==> src/rtl/pc_pkg.sv <==
// Shared definitions for the program-counter sequencer.
//   - cause encodings reported on the cause output
//   - PC increment and the lowest PC bit kept across an absolute jump
//   - next-PC source selector used inside pc_seq_ctrl
package pc_pkg;

    localparam logic [1:0] CAUSE_NONE  = 2'd0;
    localparam logic [1:0] CAUSE_EXC   = 2'd1;
    localparam logic [1:0] CAUSE_ALIGN = 2'd2;

    localparam int PC_INC      = 4;
    localparam int JUMP_HI_BIT = 28;

    typedef enum logic [2:0] {
        SEQ,
        BR,
        J,
        JR,
        ERET,
        EXC
    } npc_sel_e;

endpackage

==> src/rtl/pc_ras.sv <==
// Return-address stack used for jr target prediction.
// Only instantiated when PC_RAS_EN is defined.
//
// Ports:
//   clk, reset : clock, synchronous active-high reset (empties the stack)
//   push       : write push_val on top (overwrites the oldest entry when full)
//   pop        : remove the top entry and compare it to cmp_val
//   push_val   : return address to push
//   cmp_val    : architectural jr target
//   miss       : combinational, high during a pop that finds the stack empty
//                or whose top entry differs from cmp_val
//
// A simultaneous pop and push pops first, so the pushed value replaces
// the popped top entry.
import pc_pkg::*;

module pc_ras #(
    parameter int WIDTH     = 32,
    parameter int RAS_DEPTH = 4
) (
    input  logic             clk,
    input  logic             reset,
    input  logic             push,
    input  logic             pop,
    input  logic [WIDTH-1:0] push_val,
    input  logic [WIDTH-1:0] cmp_val,
    output logic             miss
);

    localparam int PW = $clog2(RAS_DEPTH);
    localparam int CW = PW + 1;

    logic [WIDTH-1:0] stack_q [RAS_DEPTH];
    logic [PW-1:0]    ptr_q, ptr_d;
    logic [CW-1:0]    cnt_q, cnt_d;
    logic [PW-1:0]    top_idx;
    logic             wr_en;
    logic [PW-1:0]    wr_idx;

    // ptr_q is the next write slot, so the top entry sits one below it
    // (modulo the depth, which makes the buffer circular).
    assign top_idx = ptr_q - PW'(1);

    always_comb begin
        ptr_d  = ptr_q;
        cnt_d  = cnt_q;
        miss   = 1'b0;
        wr_en  = 1'b0;
        wr_idx = ptr_q;
        if (pop) begin
            if (cnt_q == '0) begin
                miss = 1'b1;
            end else begin
                miss  = (stack_q[top_idx] != cmp_val);
                ptr_d = top_idx;
                cnt_d = cnt_q - CW'(1);
            end
        end
        if (push) begin
            wr_en  = 1'b1;
            wr_idx = ptr_d;
            ptr_d  = ptr_d + PW'(1);
            // Count saturates; once full, the write wraps onto the oldest entry.
            if (cnt_d != CW'(RAS_DEPTH)) begin
                cnt_d = cnt_d + CW'(1);
            end
        end
    end

    always_ff @(posedge clk) begin
        if (reset) begin
            ptr_q <= '0;
            cnt_q <= '0;
        end else begin
            ptr_q <= ptr_d;
            cnt_q <= cnt_d;
        end
    end

    always_ff @(posedge clk) begin
        if (wr_en) begin
            stack_q[wr_idx] <= push_val;
        end
    end

endmodule

==> src/rtl/pc_seq_ctrl.sv <==
// Program-counter sequencer for the single-cycle MIPS datapath.
// Chooses the next fetch address from sequential, branch, jump, jump-register,
// exception and exception-return sources; keeps EPC, cause and an
// in-exception flag.
//
// Optional feature: macro PC_RAS_EN adds a return-address stack (pc_ras)
// that predicts jr targets and flags mispredictions on ras_miss. Without
// it ras_miss is tied 0.
//
// Ports:
//   clk, reset  : clock, synchronous active-high reset
//   stall       : hold all state unless an exception is accepted
//   pcsrc, jump : conditional branch / absolute jump requests
//   jr, rs_val  : jump to register value
//   link        : JAL/JALR (return-address push when PC_RAS_EN)
//   exc, eret   : exception request / return from exception
//   instr       : instruction bits [25:0] (branch offset, jump index)
//   pc, pc_plus4: current fetch address and pc+4
//   epc, cause, in_exc : exception state
//   ras_miss    : jr target disagreed with RAS prediction (combinational)
import pc_pkg::*;

module pc_seq_ctrl #(
    parameter int          WIDTH     = 32,
    parameter logic [63:0] RESET_VEC = 64'h0000_0000,
    parameter logic [63:0] EXC_VEC   = 64'h8000_0180,
    parameter int          RAS_DEPTH = 4
) (
    input  logic             clk,
    input  logic             reset,
    input  logic             stall,
    input  logic             pcsrc,
    input  logic             jump,
    input  logic             jr,
    input  logic             link,
    input  logic             exc,
    input  logic             eret,
    input  logic [25:0]      instr,
    input  logic [WIDTH-1:0] rs_val,
    output logic [WIDTH-1:0] pc,
    output logic [WIDTH-1:0] pc_plus4,
    output logic [WIDTH-1:0] epc,
    output logic [1:0]       cause,
    output logic             in_exc,
    output logic             ras_miss
);

    localparam logic [WIDTH-1:0] RST_PC = RESET_VEC[WIDTH-1:0];
    localparam logic [WIDTH-1:0] EXC_PC = EXC_VEC[WIDTH-1:0];

    logic [WIDTH-1:0] pc_q, pc_d;
    logic [WIDTH-1:0] epc_q, epc_d;
    logic [1:0]       cause_q, cause_d;
    logic             in_exc_q, in_exc_d;

    logic [WIDTH-1:0] br_off;
    logic [WIDTH-1:0] br_target;
    logic [WIDTH-1:0] j_target;
    logic             align_err;
    logic             exc_take;
    logic             hold;
    npc_sel_e         sel;

    assign pc_plus4  = pc_q + WIDTH'(PC_INC);
    assign br_off    = {{(WIDTH-18){instr[15]}}, instr[15:0], 2'b00};
    assign br_target = pc_plus4 + br_off;
    assign j_target  = {pc_plus4[WIDTH-1:JUMP_HI_BIT], instr, 2'b00};

    assign align_err = jr && (rs_val[1:0] != 2'b00);
    // Nested exceptions are dropped; the handler must eret first.
    assign exc_take  = (align_err || exc) && !in_exc_q;

    always_comb begin
        sel      = SEQ;
        hold     = 1'b0;
        epc_d    = epc_q;
        cause_d  = cause_q;
        in_exc_d = in_exc_q;
        if (exc_take) begin
            // An accepted exception is taken even under stall.
            sel      = EXC;
            epc_d    = pc_q;
            cause_d  = align_err ? CAUSE_ALIGN : CAUSE_EXC;
            in_exc_d = 1'b1;
        end else if (stall) begin
            hold = 1'b1;
        end else if (eret && in_exc_q) begin
            sel      = ERET;
            in_exc_d = 1'b0;
        end else if (jr) begin
            sel = JR;
        end else if (jump) begin
            sel = J;
        end else if (pcsrc) begin
            sel = BR;
        end

        unique case (sel)
            BR:      pc_d = br_target;
            J:       pc_d = j_target;
            JR:      pc_d = rs_val;
            ERET:    pc_d = epc_q;
            EXC:     pc_d = EXC_PC;
            default: pc_d = pc_plus4;
        endcase
        if (hold) begin
            pc_d = pc_q;
        end
    end

    always_ff @(posedge clk) begin
        if (reset) begin
            pc_q     <= RST_PC;
            epc_q    <= '0;
            cause_q  <= CAUSE_NONE;
            in_exc_q <= 1'b0;
        end else begin
            pc_q     <= pc_d;
            epc_q    <= epc_d;
            cause_q  <= cause_d;
            in_exc_q <= in_exc_d;
        end
    end

    assign pc     = pc_q;
    assign epc    = epc_q;
    assign cause  = cause_q;
    assign in_exc = in_exc_q;

`ifdef PC_RAS_EN
    logic ras_push;
    logic ras_pop;

    // The stack only moves on cycles that actually retire the instruction.
    assign ras_push = link && !stall && !exc_take;
    assign ras_pop  = (sel == JR);

    pc_ras #(
        .WIDTH     (WIDTH),
        .RAS_DEPTH (RAS_DEPTH)
    ) u_ras (
        .clk      (clk),
        .reset    (reset),
        .push     (ras_push),
        .pop      (ras_pop),
        .push_val (pc_plus4),
        .cmp_val  (rs_val),
        .miss     (ras_miss)
    );
`else
    logic link_unused;
    assign link_unused = link;
    assign ras_miss    = 1'b0;
`endif

endmodule

==> config.mk <==
export PLATFORM = sky130hd
export DESIGN_NAME = pc_seq_ctrl
export DESIGN_NICKNAME = d
export VERILOG_FILES = /design/src/rtl/pc_pkg.sv /design/src/rtl/pc_ras.sv /design/src/rtl/pc_seq_ctrl.sv
export SDC_FILE = /design/constraint.sdc
export NUM_CORES = 1
export LEC_CHECK = 0
export CAP_MARGIN = 20
export CORE_MARGIN = 4
export CORE_UTILIZATION = 52
export DETAILED_ROUTE_END_ITERATION = 12
export PLACE_DENSITY = 0.87
export SETUP_SLACK_MARGIN = 0.1
export SYNTH_ARGS = -nofsm -noshare
export SYNTH_HDL_FRONTEND = slang
export SYNTH_SLANG_ARGS = --single-unit
==> constraint.sdc <==
create_clock -name clk -period 7.6 [get_ports clk]
set_input_delay 1.14 -clock clk [delete_from_list [all_inputs] [get_ports clk]]
set_output_delay 1.14 -clock clk [all_outputs]
set_load 0.02 [all_outputs]
==> Yosys cells after proc, flatten, opt, wreduce, memory -nomap -nowiden <==
Index checks and enable logic that the tools add are counted.
{ "totals": {"word_cells": 33, "latchBits": 0, "ff_bits": 67, "ramBits": 0, "memories": 0, "romBits": 0} }
{ "classes": {"mux": 13, "eq_ne": 6, "bitwise_logic": 0, "shifts": 0, "div": 0, "mul": 0, "addsub": 2, "order_cmp": 0, "reduce_logical": 8} }
{ "ops": {"columns": ["cell", "n"], "rows": [
  ["case mux 32 bit (5 select lines)", 1],
  ["adder 32 x 3 -> 32 bit, second input constant", 1],
  ["adder 32 bit", 1],
  ["two-way mux 3 bit", 3],
  ["equality test 3 x 2 -> 1 bit, second input constant", 2],
  ["equality test 3 bit, second input constant", 2],
  ["two-way mux 1 bit", 6],
  ["two-way mux 2 bit", 3],
  ["nonzero test 2 bit", 2],
  ["equality test 3 x 1 -> 1 bit, second input constant", 1],
  ["logical AND 1 bit", 3],
  ["!= test 2 x 1 -> 1 bit, second input constant", 1],
  ["AND reduction 2 bit", 1],
  ["zero test 1 bit", 1],
  ["logical OR 1 bit", 1]
]} }

==> Longest topological paths before layout <==
Gate-level depths: netlist of run 1.
{ "logic_depth": {"ltp_word": 8, "ltp_mapped": 17} }

==> Worst setup path after synthesis of run 1 <==
No wires, ideal clock.
{ "synth_timing": {"path_type": "register to register", "start": "register pc_q[4] (netlist: pc[4])", "end": "register pc_q[31] (netlist: pc[31])", "arrival_ps": 3792, "path_stages_with_launch": 18, "synth_period_minus_slack_ps": 3925, "setup_time_ps": 132, "path_slack_ps": 3675, "path_cell_list": "dfxtp_1 -> buf_2 -> nand3_1 -> nor2_1 -> nand2_1 -> nor2_1 -> nand3_1 -> xnor2_1 -> ha_1 -> nand2_1 -> o21ai_0 -> and3_1 -> or4_4 -> nand3_2 -> a2111oi_2 -> or4_1 -> a31oi_1 -> nor4_2"} }
{ "synth_via": {"elab_chain_len": 3} }
{ "synth_rtl": {"columns": ["item", "line", "rtl"], "rows": [
  ["start, declared", "pc_seq_ctrl.sv:51", "logic [WIDTH-1:0] pc_q, pc_d;"],
  ["start signal, assigned", "pc_seq_ctrl.sv:118", "pc_q <= pc_d;"],
  ["adder 32 x 3 -> 32 bit", "pc_seq_ctrl.sv:64", "assign pc_plus4 = pc_q + WIDTH'(PC_INC);"],
  ["named net pc_plus4[11]", "pc_seq_ctrl.sv:41", "output logic [WIDTH-1:0] pc_plus4,"],
  ["adder 32 bit", "pc_seq_ctrl.sv:66", "assign br_target = pc_plus4 + br_off;"],
  ["case mux 32 bit (5 select lines)", "pc_seq_ctrl.sv:98", "unique case (sel)"]
]} }
The timed path passes the listed nets, and every way through them passes these cells.
A chain may end at the register's enable or synchronous reset.

==> Final worst setup path of run 1 <==
{ "layout_timing": {"start": "register pc_q[4] (netlist: pc[4])", "end": "output pc_plus4[30]"} }
{ "layout_via": {"elab_chain_len": 1} }
{ "layout_rtl": {"columns": ["item", "line"], "rows": [
  ["adder 32 x 3 -> 32 bit", "pc_seq_ctrl.sv:64"],
  ["end, declared", "pc_seq_ctrl.sv:41"]
]} }
Every way passes these cells.

==> results of run 1 <==
==> per-layer routing <==
layer	GRT usage	part of all wire
met1	0.429	0.39
met2	0.530	0.46
met3	0.0808	0.12
met4	0.142	0.032
met5	0	0
==> sequential cells by signal (all words and copies together), names as in the netlist <==
register and cells:
epc 32, pc 32, cause 2, in_exc 1
==> cells in the final DEF, fill, tap and decap left out, drive strengths merged, types with 11 or more instances in the layout <==
master | Yosys | final
buf | 15 | 11
nand3 | 26 | 26
o21ai | 37 | 37
dfxtp | 67 | 67
a21o | 19 | 19
nor2 | 65 | 65
nand4 | 19 | 19
nand2 | 114 | 114
nor3 | 26 | 26
a221o | 15 | 15
inv | 16 | 17
ha | 35 | 35
a21oi | 92 | 92
xnor2 | 43 | 43
a221oi | 15 | 15
clkdlybuf4s50 | 0 | 163
==> final timing paths <==
path	endpoint	slack, ns	cells past startpoint
max	pc_plus4[30]	2.90	7
min	epc[19]	0.48	2
max reg2reg	pc[26]	3.17	14
min reg2reg	epc[19]	0.48	2
==> per-stage QoR <==
stage	worst slack, ns	hold slack [ns]	cell area (um^2)
finish	2.90	0.478	7380
global route	2.77	0.502	7380
CTS	2.97	0.477	7380
detailed placement	3.23	0.462	7180
global placement	3.29	0.457	7180
floorplan	3.68	0.546	5510
==> logic make-up after synthesis <==
logic type               count (synthesis)
XOR/XNOR                                51
flip-flops                              67
AND/OR/NAND/NOR                        291
buffers and inverters                   69
adder cells (fa/ha/maj)                 36
other                                    1
AO/OA/AOI/OAI                          245
==> where the power goes <==
group          internal, uW  total, uW  switching [uW]
Combinational           232        538             306
Sequential              376        418            41.8
Clock                   160        321             161
==> cell type report <==
class / instances / share of cell area
Inverter: 16 / 0.00814
Multi-Input combinational cell: 624 / 0.528
Tap cell: 136 / 0.0231
Clock buffer: 10 / 0.0186
Timing Repair Buffer: 174 / 0.232
Clock inverter: 6 / 0.00864
Sequential cell: 67 / 0.182
==> worst max-delay path, cell delays in order (launching register included) <==
cell and delay (ns):
dfxtp_1 0.52, nand4_1 0.19, nor2_1 0.54, nand3_1 0.27
or3_1 0.47, nor3_2 0.20, xor2_1 0.31, clkdlybuf4s50_1 0.68
==> Yosys cell counts, types with 3 or more instances <==
cell      count
buf_1         5
dfxtp_1      67
nor3_1       24
a31oi_1       9
nand2b_1      5
clkbuf_1     38
a211oi_1      7
inv_1        16
xnor2_1      43
nor2_1       64
a221oi_1     15
buf_4         3
a221o_1      15
nand3_1      25
a22o_1        3
a21oi_1      91
o21ai_0      36
buf_2         7
o211ai_1      4
or3_1         3
xor2_1        8
o21a_1        7
and3_1       10
nor4_1        3
nand2_1     114
ha_1         35
a21o_1       19
nand4_1      19
a222oi_1      9
o22ai_1       4
and2_2        3
and2_1        4
o31ai_1       3
==> flow_metrics.py, run 1 <==
metrics = {
    "power_and_ir_drop": {
        "powerDensity_nw_per_um2": 173,
        "finalPower_uw": 1280,
        "ir_drop_mv": 0.0938,
        "p_leak_uw": 0.00282,
    },
    "clock_tree": {
        "cts_tree": "done",
        "clk_pin_slew_ns": 0.08,
        "cts.sinks": 67,
        "post_cts_resized": 0,
        "root_buffer": "clkbuf_8",
        "clock_latency_ns": 0.37,
        "cts_buffer_depth": 2,
        "cts_setup_buffers": 0,
        "cts_hold_buffers": 0,
        "htree_levels": 3,
        "cts_buffers": 9,
    },
    "grt": {
        "antenna_found_initial": 0,
        "grt_overflow_total": 0,
        "grt_pass1_wl_um": 33700,
        "grtUsageTotal": 0.333,
        "first_global_vias": 6578,
        "grt_max_degree": 70,
    },
    "drt": {
        "drc": 0,
        "wl_um": 21700,
        "wl_per_cell_um": 21.0,
        "postRouteAntennaNets": 0,
        "vias": 6778,
        "drtIter0Drc": 704,
        "viasPerCell": 6.56,
        "drt_first_pass_iters": 9,
    },
    "placed_design": {
        "place_congestion": 0.997,
        "port_buffers": 164,
        "dp.cells": 1017,
        "hpwl_um": 15600,
    },
    "cells_and_area": {
        "final_core_util": 0.715,
        "drive_gt1_frac": 0.0513,
        "multi_input_area_um2": 3900,
        "area_delta_synth_final_pct": 34.0,
        "fin_nets": 995,
        "n_fill_cell": 869,
        "regArea_um2": 1340,
        "diodes": 0,
        "final_cells": 1033,
    },
    "yosys": {
        "synthMuxAreaShare": 0,
        "syn_inst": 760,
        "synth_top_cell_area_share": 0.243,
        "synth_largest_area_cell": "dfxtp_1",
        "yosys-top-cells-area": "dfxtp_1 (24%), a21oi_1 (8.3%), ha_1 (7.9%), nand2_1 (7.8%), xnor2_1 (6.8%)",
        "ys_ff_latch": 67,
        "ys_async_sr_fraction": 0,
        "synth_top_family_by_area": "compound AO/OA/AOI/OAI gates",
        "yosysWarnings": 0,
        "synthFlopType": "dfxtp_1",
        "synth_compound_area_frac": 0.296,
        "synthXorXnorAreaFrac": 0.0811,
        "postSynthAreaPerCell_um2": 7.25,
        "synth_nets": 863,
        "seq_area_frac_synth": 0.243,
        "synthSimpleGateAreaFrac": 0.245,
        "synthAdderAreaFrac": 0.0831,
        "yosysUniqueCellTypes": 68,
        "synth_edf_count": 0,
        "netlist_area_um2": 5510,
    },
    "die": {
        "die_area_um2": 12300,
        "num_io_pins": 167,
        "fp.coreArea_um2": 10300,
        "die_h_um": 111,
        "num_rows": 37,
        "die_w_um": 111,
        "initial_core_util": 0.534,
    },
    "min_path": {
        "hold_class": "register to register",
        "hold_start": "epc[19]",
    },
    "sta": {
        "rsz0062_at_grt": "no",
        "setup_viol": 0,
        "tightestPinTransition_ns": 1.13,
        "fin_crit_sh": 0.618,
        "hold_viol": 0,
        "setup-tns-final_ns": 0,
        "post-route-min-period_ns": 4.70,
        "skew_ns": 0.00834,
        "max_clock_freq_mhz": 213,
        "drv_slew": 0,
        "max_slew_margin": 0.240,
    },
    "outcome": {
        "outcome": "finished clean",
    },
    "worst_setup_path": {
        "critPathArrivalTime_ns": 3.56,
        "worstPathRequired_ns": 6.46,
        "r2r_start": "pc[2]",
        "end_kind": "output pin",
        "cp-start-kind": "register",
        "path_max_fanout": 9,
        "cp-startpoint": "pc[4]",
        "critPathKind": "register to output pin",
    },
    "job": {
        "max-cap-violations": 0,
    },
}
Power figures use the tool's default switching activity.
==> inputs of run 2 (changes only) <==
--- a/config.mk
+++ b/config.mk
@@ -7,9 +7,9 @@
 export LEC_CHECK = 0
 export CAP_MARGIN = 20
 export CORE_MARGIN = 4
-export CORE_UTILIZATION = 52
+export CORE_UTILIZATION = 44
 export DETAILED_ROUTE_END_ITERATION = 12
-export PLACE_DENSITY = 0.87
+export PLACE_DENSITY = 0.79
 export SETUP_SLACK_MARGIN = 0.1
 export SYNTH_ARGS = -nofsm -noshare
 export SYNTH_HDL_FRONTEND = slang
==> constraint.sdc (replaced) <==
create_clock -name clk -period 4 [get_ports clk]
set_input_delay 0.6 -clock clk [delete_from_list [all_inputs] [get_ports clk]]
set_output_delay 0.6 -clock clk [all_outputs]
set_load 0.02 [all_outputs]
==> flow_metrics.py, run 2 (same netlist as run 1, synthesis figures left out) <==
metrics = {
    "placed_design": {
        "dp.cells": 1079,
        "place_area_um2": 7470,
        "place_congestion": 0.989,
        "port_buffers": 164,
        "preCtsSetupSlack_ns": 0.199,
        "hpwl_um": 15600,
    },
    "min_path": {
        "hold-path-cell-count": 2,
        "hold_start": "epc[18]",
        "min_delay_worst_endpoint": "epc[18]",
        "hold_class": "register to register",
    },
    "drt": {
        "vias": 6556,
        "drtIter0Drc": 538,
        "wl_um": 21300,
        "postRouteAntennaNets": 0,
        "drt_first_pass_iters": 6,
        "viasPerCell": 5.97,
        "wl_per_cell_um": 19.4,
        "drc": 0,
    },
    "power_and_ir_drop": {
        "intPower_uw": 1690,
        "switching_share": 0.367,
        "p_switching_uw": 982,
        "pwr-share-seq": 0.292,
        "powerDensity_nw_per_um2": 341,
        "finalPower_uw": 2680,
        "p_comb_frac": 0.398,
        "ir_drop_mv": 0.249,
        "p_leak_uw": 0.00306,
        "pwr-share-clk": 0.310,
    },
    "outcome": {
        "outcome": "finished clean",
    },
    "grt": {
        "grt_pass1_wl_um": 33400,
        "grt_max_degree": 44,
        "grtUsageTotal": 0.292,
        "grt_overflow_total": 0,
        "antenna_found_initial": 1,
        "first_global_vias": 6362,
    },
    "die": {
        "die_h_um": 120,
        "die_area_um2": 14400,
        "fp.coreArea_um2": 12100,
        "initial_core_util": 0.455,
        "num_rows": 40,
        "num_io_pins": 167,
        "die_w_um": 120,
    },
    "clock_tree": {
        "clk_pin_slew_ns": 0.06,
        "htree_levels": 3,
        "cts_buffer_depth": 2,
        "clock_latency_ns": 0.35,
        "cts.sinks": 67,
        "root_buffer": "clkbuf_16",
        "cts_buffers": 9,
        "cts_tree": "done",
    },
    "cells_and_area": {
        "drive_gt1_frac": 0.101,
        "n_fill_cell": 1071,
        "fin_nets": 1029,
        "diodes": 0,
        "layout_commonest_cell": "clkdlybuf4s50_1",
        "design_area_um2": 7850,
        "final_cells": 1099,
        "layout_common_cells": "clkdlybuf4s50_1 (162), nand2_1 (114), a21oi_1 (90), dfxtp_1 (62), nor2_1 (58)",
        "area_delta_synth_final_pct": 42.6,
    },
    "worst_setup_path": {
        "path_max_fanout": 5,
        "worstPathRequired_ns": 3.40,
        "slowest_stage": "clkdlybuf4s50_1",
        "end_kind": "output pin",
        "cp-start-kind": "register",
        "path_cells": "inv_1 -> nor2_4 -> nand2_1 -> nor3_1 -> nand4_1 -> nor2_1 -> xor2_1 -> buf_4 -> clkdlybuf4s50_1",
        "worst_r2r_path_depth": 14,
        "r2r_start": "pc[7]",
        "critPathMaxStageDelay_ns": 0.60,
        "ff2ff_setup_slack_ns": 0.36,
        "reg2reg_to": "pc[31]",
        "critPathArrivalTime_ns": 3.10,
        "critPathKind": "register to output pin",
    },
    "sta": {
        "setup-tns-final_ns": 0,
        "drv_slew": 0,
        "final.setup.worst_slack_ns": 0.298,
        "post-route-min-period_ns": 3.70,
        "hold_viol": 0,
        "fin_crit_sh": 0.926,
        "rsz0062_at_grt": "no",
        "max_slew_margin": 0.399,
        "tightestPinTransition_ns": 0.902,
        "max_clock_freq_mhz": 270,
        "setup_viol": 0,
        "skew_ns": 0.00983,
    },
    "job": {
        "max-cap-violations": 0,
    },
}
[run 2: area by class of cell]
type                       instances  area (um^2)  share of cell area
multi-input combinational        624         3950               0.503
tap                              168          210              0.0268
timing repair buffer             208         1980               0.252
clock inverter                     5         62.6             0.00797
sequential                        67         1350               0.172
inverter                          16         60.1             0.00765
clock buffer                      11          243              0.0309
[run 2: metal layers]
layer	track usage	vias up	wire [um]
li1	-	3131	-
met1	0.381	3027	8900
met2	0.464	346	9720
met3	0.0801	50	2130
met4	0.107	2	502
met5	0	-	12
[run 2: worst max-delay path by stage]
stage                     startpoint            to  slack (ns)  depth (start not counted)
final                          pc[7]  pc_plus4[29]        0.30                          9
after global routing           pc[7]        pc[31]        0.09                         16
after CTS                     pc[17]  pc_plus4[30]        0.10                          9
after detailed placement       pc[5]        pc[26]        0.20                         16
after global placement         pc[5]        pc[31]        0.25                         16
after floorplan                pc[4]        pc[31]        0.14                         15
[run 2: power groups by stage]
stage | clock, uW | combinational [uW] | sequential [uW]
3_5_place_dp | 0 | 1030 | 792
6_report | 830 | 1060 | 781
3_3_place_gp | 0 | 1030 | 790
4_1_cts | 836 | 1040 | 778
2_1_floorplan | 0 | 571 | 837
5_1_grt | 864 | 1150 | 788
[run 2: stage by stage]
stage	hold WS, ns	util
2_1_floorplan	0.546	-
5_1_grt	0.494	0.648
3_5_place_dp	0.466	0.617
3_3_place_gp	0.456	0.617
6_report	0.475	0.648
4_1_cts	0.476	0.642
[run 2: repair_timing]
item / in CTS / in global routing
setup endpoints to repair: 1 / 16
gates resized for setup: 1 / 16
buffers inserted: 0 / 4
hold buffers: 0 / 0
pin swaps: 0 / 3
[run 2: worst max-delay path: cells and delay by family (launching register included)]
kind	cells	cell delay [ns]
xor+xnor	1	0.22
buf+inv	3	0.89
flops	1	0.42
simple gates	5	1.22
==> inputs of run 3 (changes only) <==
--- a/config.mk
+++ b/config.mk
@@ -9,6 +9,7 @@
 export CORE_MARGIN = 4
 export CORE_UTILIZATION = 44
 export DETAILED_ROUTE_END_ITERATION = 12
+export HOLD_SLACK_MARGIN = 0.1
 export PLACE_DENSITY = 0.79
 export SETUP_SLACK_MARGIN = 0.1
 export SYNTH_ARGS = -nofsm -noshare
==> results of run 3 <==
Same layout as run 2: the final DEF is identical, and so are final timing and power.
